File: src/rtl/decoder38_pkg.sv
// Shared definitions for the registered 3-to-8 decoder with hold timer.
//   state_t             : top-level FSM state (IDLE / HOLD)
//   HOLD_CYCLES_DEFAULT : default length of the hold window in clock cycles
//   dec38()             : 3-bit binary code to 8-bit one-hot
package decoder38_pkg;

    typedef enum logic {
        IDLE = 1'b0,
        HOLD = 1'b1
    } state_t;

    localparam int unsigned HOLD_CYCLES_DEFAULT = 16;

    function automatic logic [7:0] dec38(input logic [2:0] code);
        return 8'b1 << code;
    endfunction

endpackage

File: src/rtl/decoder38_hold_timer.sv
// Hold-window countdown timer.
//   clk        : system clock
//   rst        : synchronous reset, active-high
//   clear      : synchronous abort of a running window
//   load       : start a window; counter takes load_value
//   load_value : cycles-minus-one of the window
//   expired    : final cycle of the running window (counter at zero)
//   busy       : a window is running
module hold_timer #(
    parameter int unsigned CNT_W = 5
) (
    input  logic             clk,
    input  logic             rst,
    input  logic             clear,
    input  logic             load,
    input  logic [CNT_W-1:0] load_value,
    output logic             expired,
    output logic             busy
);

    logic [CNT_W-1:0] count;

    always_ff @(posedge clk) begin
        if (rst || clear) begin
            count <= '0;
            busy  <= 1'b0;
        end else if (load) begin
            count <= load_value;
            busy  <= 1'b1;
        end else if (busy) begin
            if (count == '0) begin
                busy <= 1'b0;
            end else begin
                count <= count - 1'b1;
            end
        end
    end

    assign expired = busy && (count == '0);

endmodule

File: src/rtl/decoder38_hold.sv
// Registered 3-to-8 decoder with hold timer; receive end of the priority
// encoder's code + indicator pair. Each accepted code drives the LED bank
// for HOLD_CYCLES cycles, optionally OR-ing into a sticky mask.
//   clk, rst      : clock, synchronous active-high reset
//   code_in       : 3-bit binary code
//   indicator_in  : 1 = code_in meaningful, 0 = upstream saw all-zero input
//   code_valid    : upstream offers a transfer
//   code_ready    : block can accept this cycle (combinational)
//   enable_in     : 0 = refuse new codes (a running hold still completes)
//   accum         : sampled at acceptance; 1 = accumulate into sticky mask
//   clear         : synchronous clear of mask/state/counter (count kept)
//   onehot_out    : decoded LED pattern
//   code_latched  : last accepted code that had indicator_in=1
//   busy          : high while a hold window runs
//   accept_cnt    : accepted transfers, wraps 255->0
module decoder38_hold
    import decoder38_pkg::*;
#(
    parameter int unsigned HOLD_CYCLES = HOLD_CYCLES_DEFAULT,
    parameter int unsigned CNT_W       = 5
) (
    input  logic       clk,
    input  logic       rst,
    input  logic [2:0] code_in,
    input  logic       indicator_in,
    input  logic       code_valid,
    output logic       code_ready,
    input  logic       enable_in,
    input  logic       accum,
    input  logic       clear,
    output logic [7:0] onehot_out,
    output logic [2:0] code_latched,
    output logic       busy,
    output logic [7:0] accept_cnt
);

    localparam logic [CNT_W-1:0] LOAD_VAL = CNT_W'(HOLD_CYCLES - 1);

    state_t state;
    logic   accum_flag;
    logic   accept;
    logic   expired;
    logic   timer_busy;

    assign code_ready = (state == IDLE) && enable_in && !clear && !rst;
    assign accept     = code_valid && code_ready;
    assign busy       = timer_busy;

    // Only a meaningful code opens a hold window; timer and FSM move together.
    hold_timer #(
        .CNT_W(CNT_W)
    ) u_timer (
        .clk       (clk),
        .rst       (rst),
        .clear     (clear),
        .load      (accept && indicator_in),
        .load_value(LOAD_VAL),
        .expired   (expired),
        .busy      (timer_busy)
    );

    always_ff @(posedge clk) begin
        if (rst) begin
            state        <= IDLE;
            onehot_out   <= '0;
            code_latched <= '0;
            accum_flag   <= 1'b0;
            accept_cnt   <= '0;
        end else if (clear) begin
            state        <= IDLE;
            onehot_out   <= '0;
            code_latched <= '0;
            accum_flag   <= 1'b0;
        end else if (accept) begin
            accept_cnt <= accept_cnt + 8'd1;
            if (indicator_in) begin
                onehot_out   <= accum ? (onehot_out | dec38(code_in)) : dec38(code_in);
                code_latched <= code_in;
                accum_flag   <= accum;
                state        <= HOLD;
            end else if (!accum) begin
                onehot_out <= '0;
            end
        end else if (state == HOLD && expired) begin
            state <= IDLE;
            if (!accum_flag) begin
                onehot_out <= '0;
            end
        end
    end

endmodule

File: config.mk
export PLATFORM = sky130hd
export DESIGN_NAME = decoder38_hold
export DESIGN_NICKNAME = d
export VERILOG_FILES = /design/src/rtl/decoder38_pkg.sv /design/src/rtl/decoder38_hold_timer.sv /design/src/rtl/decoder38_hold.sv
export SDC_FILE = /design/constraint.sdc
export NUM_CORES = 1
export LEC_CHECK = 0
export CAP_MARGIN = 30
export CORE_MARGIN = 2
export CORE_UTILIZATION = 43
export DETAILED_ROUTE_END_ITERATION = 8
export MAX_ROUTING_LAYER = met4
export PLACE_DENSITY = 0.75
export SLEW_MARGIN = 0
export SYNTH_ARGS = -nofsm -noshare
export SYNTH_HDL_FRONTEND = slang
export SYNTH_SLANG_ARGS = --single-unit
export TNS_END_PERCENT = 1
File: constraint.sdc
create_clock -name clk -period 1.93 [get_ports clk]
set_clock_uncertainty 0.15 [all_clocks]
set_input_delay 0.2895 -clock clk [delete_from_list [all_inputs] [get_ports clk]]
set_output_delay 0.2895 -clock clk [all_outputs]
set_load 0.03 [all_outputs]
==> flow_summary.ini <==
[run_status]
status = complete, but fails checks
violations = setup timing

[timing]
setup_ws_ps = -9.888
fmax_mhz = 515.5
tightest_slew_ps = 430.5
finalCriticalPeriod_ps = 1940
hold_viol = 0
drv_slew = 0
fin_crit_sh_pct = 100.5
rsz0062_at_grt = yes
max-slew-margin-rel_pct = 71.23
setup_tns_ps = -21.66
finalSetupViolCount = 3

[finish]
nFillCells = 231
layout_common_cells = dfxtp_1 (26), clkdlybuf4s50_1 (25), buf_4 (15), inv_1 (13), a21oi_1 (13)
syn2layout_area_growth_pct = 41.81
drive_above_1_share_pct = 17.42
diodes = 0
final_area_um2 = 1702
nNetsFinal = 191
final_common_cell = dfxtp_1

[global_route]
grt_max_degree = 16
grt_pass1_vias = 1183
grt_remaining_overflow = 0
grt_pass1_wl_um = 4905
antenna_found_initial = 0
track_usage_pct = 19.34

[clock_tree]
numCtsBuffers = 3
tritoncts = done
clock-sinks = 27
cts-root-buf = clkbuf_4
cts_hold_buf = 0
clockBufferDepth = 2
insertion_delay_ps = 320
cts-htree-levels = 1
clk_pin_slew_worst_paths_ps = 150

[floorplan]
die_area_um2 = 3229
core_area_um2 = 2710
rows = 19
io_pins = 31
start_util_pct = 44.28
die_w_um = 56.83
chipHeight_um = 56.83

[routing]
routed_via_density = 5.732
dr.pass1.iters = 6
vias = 1198
drt_iter0_markers = 51
drc = 0
routedWlPerCell_um = 14.29
ant_nets = 0
drt-total-wl_um = 2987

[flow_run]
drv_cap = 0

[logic_synthesis]
async_flop_share_pct = 0
synth_edf_count = 0
syn_inst = 136
synth_ff_type = dfxtp_1
netlist_area_um2 = 1200
ys_types = 36
synth_nets = 148
yosysSeqAreaShare_pct = 45.05
yosys_warnings = 0
synth_seq_cells = 27
syn_avg_cell_area_um2 = 8.823

[worst_setup_path]
critPathKind = in -> reg
reg2reg_depth = 5
cp_slowest_cell = clkdlybuf4s50_1
critPathMaxStageDelay_ps = 490
arrival_ps = 2050
reg2reg_to = accept_cnt[3]$_SDFFE_PP0P_
required_ps = 2040
cp-start-kind = primary input
cp_max_fo = 6
path_cells = clkdlybuf4s50_1 -> or4b_4 -> buf_12 -> buf_4 -> or3_1 -> a21oi_2
cp-end-kind = register
regToRegSetupSlack_ps = 10
reg2reg_from = state$_SDFFE_PP0P_

[power_and_ir_drop]
power_density_nw_per_um2 = 537.5
p_leak_nw = 0.6268
power_mw = 0.9147
vdd.ir_drop.worst_v = 0.0004230

[placed_design]
dp_hpwl_um = 2236
port_buffers = 30
routabilityCongestion = 0.8152
post_dp_cell_area_um2 = 1618
pre_cts_ws_ps = -309.6

[hold_path]
min_path_type = in -> reg
holdPathStages = 3
hp-start = rst
holdPathEnd = accept_cnt[7]$_SDFFE_PP0P_
-- cell usage after synthesis, types with 2 or more instances --
master | instances | area, um2
nand2_1 | 7 | 26.28
inv_1 | 13 | 48.80
nand2b_1 | 2 | 12.51
or4_1 | 3 | 22.52
nand4_1 | 5 | 31.28
or4b_1 | 3 | 30.03
clkbuf_1 | 7 | 26.28
nor2_1 | 2 | 7.510
dfxtp_1 | 27 | 540.5
ha_1 | 2 | 25.02
nand4bb_1 | 2 | 22.52
o31ai_1 | 3 | 22.52
a211o_1 | 2 | 17.52
a21oi_1 | 14 | 70.07
or3_1 | 3 | 18.77
nand3_1 | 6 | 30.03
o21ai_0 | 9 | 45.04
o32ai_1 | 4 | 35.03
a31oi_1 | 2 | 12.51
o22ai_1 | 4 | 25.02
-- flip-flops by register name (all words and copies together) (netlist names) --
| register | cells |
|---|---|
| onehot_out | 8 |
| accum_flag | 1 |
| u_timer.busy | 1 |
| state | 1 |
| u_timer.count | 5 |
| accept_cnt | 8 |
| code_latched | 3 |
-- layout make-up --
type                            count  area, um2  share of cell area (%)
Clock inverter                      1      5.005                  0.2941
Sequential cell                    27      541.8                   31.84
Timing Repair Buffer               46      444.2                   26.10
Inverter                           13      48.80                   2.868
Clock buffer                        3      22.52                   1.324
Tap cell                           31      38.79                   2.279
Multi-Input combinational cell     88      600.6                   35.29
-- metal layers --
metal / routed length [um] / global-route usage [%]
met1: 1314 / 23.57
met2: 1540 / 32.06
met3: 117 / 2.535
met4: 16 / 8.306
met5: 0 / -
-- kinds of logic after synthesis --
kind of cell | count (synthesis) | synth area share [%]
compound gates | 41 | 21.48
fa+ha+maj | 2 | 2.085
buf+inv | 21 | 6.674
flops | 27 | 45.05
mux | 1 | 0.9384
simple gates | 44 | 23.78
-- stage by stage --
step,hold slack [ps],std cells,util [%]
after CTS,321.5,209,61.77
after global placement,293.4,204,59.70
after floorplan,256.7,136,-
after detailed placement,301.9,204,59.70
after global routing,242.9,209,62.79
final,224.2,209,62.79
-- power breakdown --
part / switching (mW) / total [mW] / internal, mW
combinational: 0.0547 / 0.111 / 0.0563
sequential: 0.00274 / 0.564 / 0.561
clock: 0.162 / 0.240 / 0.0776
-- critical path: cells and delay by family --
family	cells	cell delay [ps]
compound gates	1	150
buf+inv	3	760
simple gates	2	850
-- timing repair --
item | CTS | global route
setup endpoints to repair | 1 | 14
gates resized for setup | 3 | 7
pin swaps | 2 | 0
buffers inserted | 1 | 0
-- worst max path at each step --
stage	from	endpoint	slack, ps	cells past startpoint
2_1_floorplan	u_timer.busy$_SDFF_PP0_	u_timer.count[3]$_SDFFE_PP0P_	80	4
3_3_place_gp	clear	accept_cnt[7]$_SDFFE_PP0P_	-280	4
3_5_place_dp	clear	accept_cnt[5]$_SDFFE_PP0P_	-310	4
4_1_cts	rst	code_ready	8	4
5_1_grt	state$_SDFFE_PP0P_	accept_cnt[3]$_SDFFE_PP0P_	-40	5
6_report	enable_in	accept_cnt[3]$_SDFFE_PP0P_	-10	6
No activity file was read; power rests on OpenSTA's default activity.
